File: src/rtl/ts_bus_master.sv
// ts_bus_master: turns one-word host commands into timed BDIR/BC/DO phases for the Turbosound-FM port
module ts_bus_master #(
    parameter int PULSE_CLKS = 4,
    parameter int GAP_CLKS   = 2,
    parameter int READ_CLKS  = 6
) (
    input  logic       CLK,
    input  logic       RESET_s,
    input  logic       cmd_valid,
    output logic       cmd_ready,
    input  logic [1:0] cmd_op,
    input  logic       cmd_chip,
    input  logic       cmd_stat,
    input  logic       cmd_fm_en,
    input  logic [7:0] cmd_addr,
    input  logic [7:0] cmd_data,
    output logic       rd_valid,
    output logic [7:0] rd_data,
    output logic       err,
    output logic       busy,
    output logic       BDIR,
    output logic       BC,
    output logic [7:0] DO,
    input  logic [7:0] DI
);
    localparam int MPG = (PULSE_CLKS > GAP_CLKS) ? PULSE_CLKS : GAP_CLKS;
    localparam int MAXC = (MPG > READ_CLKS) ? MPG : READ_CLKS;
    localparam int CW = $clog2(MAXC) + 1;
    typedef enum logic [2:0] {S_IDLE, S_SETUP, S_PULSE, S_HOLD, S_GAP, S_READ} state_t;
    typedef enum logic [1:0] {P_SEL, P_ADDR, P_DATA, P_READ} phase_t;
    state_t        r_st, w_st;
    phase_t        r_ph, w_ph;
    logic [CW-1:0] r_cnt, w_cnt;
    logic [1:0]    r_op;
    logic          r_chip, r_stat, r_fm;
    logic [7:0]    r_addr, r_data;
    logic [2:0]    r_cache;
    logic          r_err, r_rdv;
    logic [7:0]    r_rd;
    logic          w_acc, w_bad, w_sel, w_last, w_drv, w_cap;
    logic [7:0]    w_sb;
    assign w_acc  = cmd_valid & cmd_ready;
    // addresses 0xF8..0xFF would be decoded by the Turbosound as a select byte
    assign w_bad  = (cmd_op != 2'd0) & (cmd_addr[7:3] == 5'b11111);
    assign w_sel  = (cmd_op == 2'd0) | ({cmd_chip, cmd_stat, cmd_fm_en} != r_cache);
    assign w_last = r_cnt == '0;
    assign w_cap  = (r_st == S_READ) & w_last;
    assign w_drv  = (r_st == S_SETUP) | (r_st == S_PULSE) | (r_st == S_HOLD);
    assign w_sb   = {5'b11111, ~r_fm, r_stat, r_chip};
    assign busy      = r_st != S_IDLE;
    assign cmd_ready = ~busy;
    assign BDIR      = r_st == S_PULSE;
    assign BC        = (w_drv & (r_ph != P_DATA)) | (r_st == S_READ);
    assign DO        = !w_drv ? 8'h00 : (r_ph == P_SEL) ? w_sb : (r_ph == P_ADDR) ? r_addr : r_data;
    assign rd_valid  = r_rdv;
    assign rd_data   = r_rd;
    assign err       = r_err;
    always_comb begin
        w_st  = r_st;
        w_ph  = r_ph;
        w_cnt = w_last ? r_cnt : r_cnt - 1'b1;
        case (r_st)
            S_IDLE: if (w_acc && !w_bad) begin
                w_st = S_SETUP;
                w_ph = w_sel ? P_SEL : P_ADDR;
            end
            S_SETUP: begin
                w_st  = S_PULSE;
                w_cnt = CW'(PULSE_CLKS - 1);
            end
            S_PULSE: w_st = w_last ? S_HOLD : S_PULSE;
            S_HOLD: begin
                w_st  = S_GAP;
                w_cnt = CW'(GAP_CLKS - 1);
            end
            S_READ: if (w_last) begin
                w_st  = S_GAP;
                w_cnt = CW'(GAP_CLKS - 1);
            end
            S_GAP: if (w_last) begin
                w_st = S_IDLE;
                if (r_ph == P_SEL && r_op != 2'd0) begin
                    w_st = S_SETUP;
                    w_ph = P_ADDR;
                end else if (r_ph == P_ADDR && r_op == 2'd1) begin
                    w_st = S_SETUP;
                    w_ph = P_DATA;
                end else if (r_ph == P_ADDR && r_op == 2'd2) begin
                    w_st  = S_READ;
                    w_ph  = P_READ;
                    w_cnt = CW'(READ_CLKS - 1);
                end
            end
            default: w_st = S_IDLE;
        endcase
    end
    always_ff @(posedge CLK or posedge RESET_s) begin
        if (RESET_s) begin
            r_st    <= S_IDLE;
            r_ph    <= P_SEL;
            r_cnt   <= '0;
            r_op    <= '0;
            r_chip  <= 1'b0;
            r_stat  <= 1'b0;
            r_fm    <= 1'b0;
            r_addr  <= '0;
            r_data  <= '0;
            r_cache <= 3'b110;
            r_err   <= 1'b0;
            r_rdv   <= 1'b0;
            r_rd    <= '0;
        end else begin
            r_st  <= w_st;
            r_ph  <= w_ph;
            r_cnt <= w_cnt;
            if (w_acc) begin
                r_op   <= cmd_op;
                r_chip <= cmd_chip;
                r_stat <= cmd_stat;
                r_fm   <= cmd_fm_en;
                r_addr <= cmd_addr;
                r_data <= cmd_data;
            end
            r_err <= w_acc & w_bad;
            r_rdv <= w_cap;
            if (w_cap) r_rd <= DI;
            if (r_st == S_HOLD && r_ph == P_SEL) r_cache <= {r_chip, r_stat, r_fm};
        end
    end
endmodule

File: config.mk
export PLATFORM = sky130hd
export DESIGN_NAME = ts_bus_master
export DESIGN_NICKNAME = d
export VERILOG_FILES = /design/src/rtl/ts_bus_master.sv
export SDC_FILE = /design/constraint.sdc
export NUM_CORES = 1
export LEC_CHECK = 0
export CELL_PAD_IN_SITES_DETAIL_PLACEMENT = 1
export CELL_PAD_IN_SITES_GLOBAL_PLACEMENT = 2
export CORE_MARGIN = 4
export CORE_UTILIZATION = 33
export CTS_BUF_LIST = sky130_fd_sc_hd__clkbuf_16
export DETAILED_ROUTE_END_ITERATION = 12
export PLACE_DENSITY_LB_ADDON = 0.1
export SYNTH_ARGS = -nofsm -noshare
export SYNTH_HDL_FRONTEND = slang
export SYNTH_SLANG_ARGS = --single-unit
File: constraint.sdc
create_clock -name CLK -period 4.5 [get_ports CLK]
set_clock_uncertainty 0.15 [all_clocks]
set_input_delay 0.9 -clock CLK [delete_from_list [all_inputs] [get_ports CLK]]
set_output_delay 0.9 -clock CLK [all_outputs]
set_load 0.01 [all_outputs]
After elaboration in Yosys (flattened, before gate mapping):

Cells that the tools add are included.

* reductions and logical operators: 16
* eq/ne operators: 15
* mux-type cells: 25
* add/sub/neg operators: 1
* bitwise gates (word level): 11

Operators by type and width (count)
* $mux W4: 6
* $mux W8: 3
* $mux W3: 6
* $pmux W3 S6: 1
* $pmux W4 S4: 1
* $mux W2: 5
* $ne A2 B2 Y1 const B: 4
* $eq A3 B2 Y1 const B: 2
* $eq A3 B3 Y1 const B: 2
* $reduce_bool A2 Y1: 3
* $and A1 B1 Y1: 5
* $eq A5 B5 Y1 const B: 1
* $logic_and A1 B1 Y1: 5
* $eq A2 B1 Y1 const B: 2
* $logic_not A2 Y1: 2
* $logic_not A4 Y1: 1
* $ne A4 B4 Y1 const B: 1
* $or A1 B1 Y1: 4
* $pmux W2 S2: 1
* $reduce_and A4 Y1: 1
* $sub A4 B1 Y4 const B: 1
* $eq A3 B1 Y1 const B: 1
* $logic_not A3 Y1: 1
* $ne A3 B3 Y1: 1
* other kinds (6): 8

* input bits: 32
* bits in registers: 43
* output and inout bits: 22
* logic and storage cells: 81

Depth between registers and ports, before layout:

Gate-level depths: netlist (run 1).

* word-level depth: 7
* mapped depth: 8
* gate-level depth less buffers: 8

Least setup slack after synthesis (run 1):

No wires, ideal clock.

* path kind: register -> output
* start: reg r_ph[0]
* end: out BC
* required time: 3.450 ns
* cell stages (with the launch flop): 5
* path slack: 2.276 ns
* arrival: 1.174 ns
* path buffers: 2
* cells stage by stage: dfrtp_1 buf_2 clkbuf_1 nor2_1 a221oi_1

* cells in the longest elaborated chain, start to end: 3

RTL lines
* start, declared: RTL line 32 `phase_t r_ph, w_ph;`
* start signal, assigned: RTL line 114 `r_ph <= w_ph;`
* $ne A2 B2 Y1: RTL line 53 `assign BC = (w_drv & (r_ph != P_DATA)) | (r_st == S_READ);`
* $and A1 B1 Y1: RTL line 53
* $or A1 B1 Y1: RTL line 53
* end, declared: RTL line 22 `output logic BC,`

No other way between the ends.

Worst setup path in the final report (run 1):

* start: reg r_st[0]
* end: out DO[2]

* cells in the longest elaborated chain, start to end: 4
* elaborated cells between the ends (all ways): 6
* classes of those cells: 3 x eq/ne; 1 x mux; 2 x bitwise

RTL lines
* start, declared: RTL line 31 `state_t r_st, w_st;`
* start signal, assigned: RTL line 113 `r_st <= w_st;`
* $eq A3 B1 Y1 / $eq A3 B2 Y1 (equally long branches): RTL line 48 `assign w_drv = (r_st == S_SETUP) | (r_st == S_PULSE) | (r_st == S_HOLD);`
* $or A1 B1 Y1: RTL line 48
* $or A1 B1 Y1 *: RTL line 48
* $mux W8 *: RTL line 54 `assign DO = !w_drv ? 8'h00 : (r_ph == P_SEL) ? w_sb : (r_ph == P_ADDR) ? r_addr : r_data;`
* end, declared: RTL line 23 `output logic [7:0] DO,`

Every way passes the cells marked *; elsewhere a longest branch is shown, timed or not.

==> results.py, run 1 <==
metrics = {
    "status": {
        "run_status": "complete, no violations",
    },
    "clock_tree": {
        "htreeDepth": 2,
        "path_clk_slew_ns": 0.06,
        "clk_latency_ns": 0.28,
        "post-cts-setup-buffer-count": 0,
        "root_buffer": "clkbuf_16",
        "ctsLongestPathBuffers": 2,
        "cts.sinks": 43,
        "cts_made_buffers": 5,
        "hold_buffers": 0,
        "clock_tree_from_tritoncts": "done",
        "cts_resized": 0,
    },
    "logic_synthesis": {
        "ys_ff_latch": 43,
        "synthArstFlopShare": 1.000,
        "synth_largest_area_cell": "dfrtp_1",
        "synth_edf_count": 0,
        "yosys_most_used_dff": "dfrtp_1",
        "synth.avg_cell_area_um2": 10.94,
        "yosysWarningCount": 0,
        "syn_nets": 233,
        "synth.area.top_cells": "dfrtp_1 47%, mux2_2 14%, a21oi_1 3.2%",
        "post-synth-top-area-fraction": 0.4713,
        "yosysSeqAreaShare": 0.4954,
        "synthesis.area_um2": 2177,
        "syn-instance-count": 199,
        "synthDistinctLibCells": 47,
    },
    "timing": {
        "timing_max_transition_violations_final": 0,
        "tightestPinTransition_ns": 0.8737,
        "timing.fmax_ghz": 0.3021,
        "setup_viol_count_final": 0,
        "final.period_utilization": 0.7356,
        "grt_setup_unrepaired": "false",
        "max_slew_margin": 0.4169,
        "finalHoldViolations": 0,
        "final_period_minus_worst_setup_slack_ns": 3.310,
        "finalSetupTns_ns": 0,
    },
    "power": {
        "seqPwrFrac": 0.367,
        "net-switching-power_w": 0.0006929,
        "internal_power_w": 0.001310,
        "p_per_area_nw_per_um2": 684.5,
        "clock_power_share": 0.204,
        "power.combinational.fraction": 0.429,
        "sw_frac_of_total": 0.3459,
        "p_leak_nw": 1.231,
        "max-vdd-ir-drop_mv": 0.4368,
    },
    "floorplanning": {
        "dieHeight_um": 89.23,
        "die-width_um": 89.23,
        "die_area_um2": 7961,
        "boundaryPins": 54,
        "floorplan.initialDensity": 0.3409,
        "core_area_um2": 6386,
        "std_cell_rows": 29,
    },
    "grt": {
        "global_route.usage.total": 0.1402,
        "grt_overflow": 0,
        "first_global_vias": 1781,
        "grt_start_max_net_pins": 29,
        "grt_first_pass_wirelength_um": 8556,
        "initial_antenna_violation_count": 0,
    },
    "placement": {
        "numPortBuffers": 53,
        "globalplace.congestion": 0.6965,
        "placedCellCount": 320,
        "dp_hpwl_um": 3725,
    },
    "flow_run": {
        "timing.max_cap.violations": 0,
    },
    "layout": {
        "n_fill_cell": 700,
        "layout_stage_area_growth_over_the_synthesis_result_pct": 34.43,
        "multi_input_comb_area_um2": 997.2,
        "antenna-diode-count": 0,
        "drive_above_1_share": 0.1833,
        "layout.nets": 284,
        "seqCellArea_um2": 1079,
        "layoutNonFillerInstCount": 328,
    },
    "routing": {
        "routed_via_density": 5.021,
        "drt_iter0_markers": 61,
        "drt_first_pass_iters": 4,
        "routed_wl_um": 5048,
        "route.antenna.remaining_nets": 0,
        "drt-wirelength-per-cell_um": 15.39,
        "count_of_vias_placed_by_the_detailed_router": 1647,
        "drcViolationCount": 0,
    },
    "hold_path": {
        "holdCritPathClass": "register to register",
    },
    "worst_setup_path": {
        "crit_type": "register to output port",
        "timing.critical_path.from_type": "register",
        "end_kind": "output port",
        "critPathArrivalTime_ns": 2.26,
        "max_fo_critical_path": 15,
        "cp.required_ns": 3.45,
    },
}
logic make-up (layout without fill, tap and decap cells):
group           count (synthesis)  count (layout)  share of synthesized area
mux                            32              32                     0.1632
flops                          43              43                     0.4954
xor+xnor                        6               6                    0.02414
fa+ha+maj                       2               2                    0.01149
compound gates                 40              40                     0.1190
buf+inv                        22              74                    0.04655
simple gates                   54              54                     0.1402
state kept, by name, summed over array words and instances (netlist names), 2 cells and up:
signal and flops:
r_addr 8, r_cnt 4, r_ph 2, r_op 2, rd_data 8, r_cache 3
r_data 8, r_st 3
metal layers:
metal | up-vias | share of wire | wire length (um) | GRT usage
met1 | 819 | 0.46 | 2327 | 0.1878
li1 | 795 | - | - | -
met5 | - | 0 | 0 | 0
met2 | 31 | 0.49 | 2495 | 0.2311
met4 | 0 | 0.0053 | 27 | 0.02842
met3 | 2 | 0.039 | 197 | 0.03502
path summary, 6_finish.rpt:
| check | endpoint | depth (start not counted) | from | slack (ns) |
|---|---|---|---|---|
| worst min register to register | rd_data[5]$_DFFE_PP0P_ | 1 | rd_data[5]$_DFFE_PP0P_ | 0.36 |
| worst max-delay path | DO[2] | 4 | r_st[0]$_DFFE_PP0P_ | 1.19 |
| max in group asynchronous | r_st[2]$_DFFE_PP0P_ | 3 | RESET_s | 2.42 |
| worst max register to register | r_cnt[0]$_DFF_PP0_ | 8 | r_cnt[0]$_DFF_PP0_ | 2.10 |
| min in group asynchronous | rd_data[7]$_DFFE_PP0P_ | 2 | RESET_s | 0.96 |
| worst min-delay path | rd_data[5]$_DFFE_PP0P_ | 1 | rd_data[5]$_DFFE_PP0P_ | 0.36 |
cells in the final DEF (no fill, tap or decap), types with 2 or more instances in the layout:
master	count
a21o_1	2
a21oi_1	14
a2bb2oi_1	2
a31oi_1	2
and3_1	4
buf_4	2
clkbuf_16	5
clkdlybuf4s50_1	53
dfrtp_1	41
dfstp_2	2
ha_1	2
inv_1	10
mux2_2	27
mux2i_1	4
nand2_1	11
nand3_1	2
nor2_1	17
nor2b_1	3
nor3_1	6
o21ai_0	9
xnor2_1	5
metrics by stage:
step / utilization / hold WS (ns) / setup WS, ns / area (um^2) / power, W
floorplan: - / 0.3303 / 2.276 / 2177 / 0.001274
global placement: 0.4320 / 0.3398 / 1.476 / 2759 / 0.001602
detailed placement: 0.4320 / 0.3449 / 1.489 / 2759 / 0.001618
CTS: 0.4583 / 0.3600 / 1.166 / 2927 / 0.002041
global route: 0.4583 / 0.3787 / 1.009 / 2927 / 0.002184
finish: 0.4583 / 0.3563 / 1.190 / 2927 / 0.002003
critical path: stages, from the launching register on:
cell	delay, ns
dfrtp_1	0.68
nor2_1	0.21
or2_2	0.41
nor2_1	0.13
clkdlybuf4s50_1	0.55
power groups by stage:
stage               clock [W]  sequential [W]  combinational, W
floorplan                   0        0.000658          0.000616
global placement            0        0.000736          0.000866
detailed placement          0        0.000746          0.000872
CTS                  0.000425        0.000738          0.000878
global route         0.000447        0.000769          0.000968
finish               0.000409        0.000735          0.000859
cell usage after synthesis, drive strengths merged, types with 2 or more instances:
cell     number
dfstp         2
a31oi         2
nand3         2
o21ai         9
inv          11
nor3          7
and3          4
xnor2         5
nor2b         3
nand2b        2
buf           6
nor3b         2
a2bb2oi       2
a21o          2
mux2i         4
a21oi        14
dfrtp        41
clkbuf        5
ha            2
nand2        11
mux2         28
nor2         18
cell type report:
cell class,count,area share
sequential,43,0.3685
multi-input combinational,134,0.3407
timing repair buffer,55,0.1864
clock buffer,5,0.04275
tap,77,0.03292
clock inverter,3,0.01454
inverter,11,0.01411
Note: power is estimated with default switching activity, not from simulation.
==> run 2: changes to the inputs <==
Settings changed: CORE_UTILIZATION 33 to 31.
Clock period 4.5 ns to 3.4 ns, I/O delays scaled along.
==> run 2 against run 1 <==
Compared with the run above:
- via count increased by 1.5%
- flip-flop and latch count unchanged
- setup slack got worse by 0.65 ns
- critical path depth decreased by 1
- power increased by 30%
==> results.py, run 2 (synthesized netlist as in run 1, its figures left out) <==
metrics = {
    "power": {
        "p_per_area_nw_per_um2": 884.7,
        "p_leak_nw": 1.223,
        "max-vdd-ir-drop_mv": 0.3365,
    },
    "layout": {
        "layout.nets": 286,
        "most_used_cells_in_the_layout_excluding_fill_and_tap_cells": "53 x clkdlybuf4s50_1, 41 x dfrtp_1, 27 x mux2_2",
        "drive_above_1_share": 0.1897,
        "antenna-diode-count": 0,
        "layout_commonest_cell": "clkdlybuf4s50_1",
        "layout_stage_area_growth_over_the_synthesis_result_pct": 35.17,
        "n_fill_cell": 755,
    },
    "grt": {
        "grt_first_pass_wirelength_um": 8949,
        "initial_antenna_violation_count": 0,
        "first_global_vias": 1795,
        "grt_overflow": 0,
        "global_route.usage.total": 0.1310,
        "grt_start_max_net_pins": 44,
    },
    "worst_setup_path": {
        "r2r_start": "r_cnt[0]$_DFF_PP0_",
        "max_fo_critical_path": 18,
        "critPathArrivalTime_ns": 2.03,
        "crit_type": "register to output port",
        "timing.critical_path.from": "r_st[2]$_DFFE_PP0P_",
        "critical-path-max-stage-delay_ns": 0.58,
        "timing.critical_path.from_type": "register",
        "end_kind": "output port",
        "cell_by_cell_listing_of_the_critical_path": "or2_2, nor2_1, clkdlybuf4s50_1",
        "critical_path.n_buffers_inverters": 1,
        "cp.required_ns": 2.57,
        "worst_path_dominant_cell_family": "simple AND/OR/NAND/NOR gates",
        "timing.critical_path.slowest_stage_cell": "dfrtp_1",
    },
    "timing": {
        "tightestPinTransition_ns": 0.7223,
        "max_slew_margin": 0.5184,
        "final.period_utilization": 0.8424,
        "finalHoldViolations": 0,
        "timing_max_transition_violations_final": 0,
        "worst_slack_ns": 0.5358,
        "final_period_minus_worst_setup_slack_ns": 2.864,
        "grt_setup_unrepaired": "false",
        "setup_viol_count_final": 0,
        "timing.fmax_ghz": 0.3491,
        "finalSetupTns_ns": 0,
    },
    "placement": {
        "numPortBuffers": 53,
        "globalplace.congestion": 0.6651,
        "dp_hpwl_um": 3651,
        "detailedPlace.worstSlack_ns": 0.8184,
    },
    "floorplanning": {
        "std_cell_rows": 30,
        "floorplan.initialDensity": 0.3204,
        "core_area_um2": 6794,
        "die-width_um": 91.80,
        "dieHeight_um": 91.80,
        "die_area_um2": 8427,
        "boundaryPins": 54,
    },
    "clock_tree": {
        "cts_made_buffers": 5,
        "path_clk_slew_ns": 0.06,
        "hold_buffers": 0,
        "post-cts-setup-buffer-count": 0,
        "cts.sinks": 43,
        "cts_resized": 0,
        "clock_tree_from_tritoncts": "done",
        "clk_latency_ns": 0.28,
        "ctsLongestPathBuffers": 2,
        "htreeDepth": 2,
        "root_buffer": "clkbuf_16",
    },
    "routing": {
        "drt_iter0_markers": 56,
        "drt-wirelength-per-cell_um": 14.67,
        "drt_first_pass_iters": 4,
        "drcViolationCount": 0,
        "routed_via_density": 4.788,
        "route.antenna.remaining_nets": 0,
        "count_of_vias_placed_by_the_detailed_router": 1671,
        "routed_wl_um": 5119,
    },
    "hold_path": {
        "holdCritPathClass": "register to register",
        "worst_hold_path_startpoint": "r_data[6]$_DFFE_PP0P_",
    },
    "status": {
        "run_status": "complete, no violations",
    },
    "flow_run": {
        "timing.max_cap.violations": 0,
    },
}
## run 2: cell count changes in the layout (fill, tap and decap cells not counted)
cell	previous run	this run
inv_1	10	9
clkinv_4	0	1
clkinvlp_4	0	1
buf_4	2	4
inv_6	1	0
clkinv_1	1	2
bufinv_16	1	0
## run 2: stage by stage
step	total power (W)	cell area (um^2)	instances	util	hold slack, ns
2_1_floorplan	0.001686	2177	199	-	0.3303
3_3_place_gp	0.002143	2798	341	0.4118	0.3400
3_5_place_dp	0.002166	2798	341	0.4118	0.3450
4_1_cts	0.002653	2943	349	0.4331	0.3599
5_1_grt	0.002823	2943	349	0.4331	0.3685
6_report	0.002604	2943	349	0.4331	0.3571
## run 2: worst paths after layout
path / slack (ns) / end / depth (start not counted)
worst min register to register: 0.36 / r_data[6]$_DFFE_PP0P_ / 1
min in group asynchronous: 0.69 / rd_data[4]$_DFFE_PP0P_ / 3
worst min-delay path: 0.36 / r_data[6]$_DFFE_PP0P_ / 1
worst max-delay path: 0.54 / DO[0] / 3
max in group asynchronous: 2.01 / r_data[3]$_DFFE_PP0P_ / 3
worst max register to register: 1.01 / r_cnt[0]$_DFF_PP0_ / 8
## run 2: metal layers
layer / part of all wire / vias up / track usage / wire length, um
li1: - / 808 / - / -
met5: 0 / - / 0 / 0
met3: 0.043 / 6 / 0.03199 / 221
met4: 0.012 / 0 / 0.04084 / 63
met1: 0.47 / 826 / 0.1761 / 2382
met2: 0.48 / 31 / 0.2082 / 2451
## run 2: area by class of cell
type | instances | area (um^2) | share of cell area
sequential | 43 | 1079 | 0.3665
timing repair buffer | 57 | 560.5 | 0.1905
clock buffer | 5 | 125.1 | 0.04252
clock inverter | 3 | 20.02 | 0.006803
multi-input combinational | 134 | 997.2 | 0.3389
inverter | 11 | 41.29 | 0.01403
tap | 96 | 120.1 | 0.04082
## run 2: report_power, final
group	leakage [nW]	internal (W)	switching, W
clock	0.0674	0.000271	0.000199
sequential	0.533	0.000737	0.000190
combinational	0.622	0.000666	0.000540
total	1.22	0.00167	0.000929
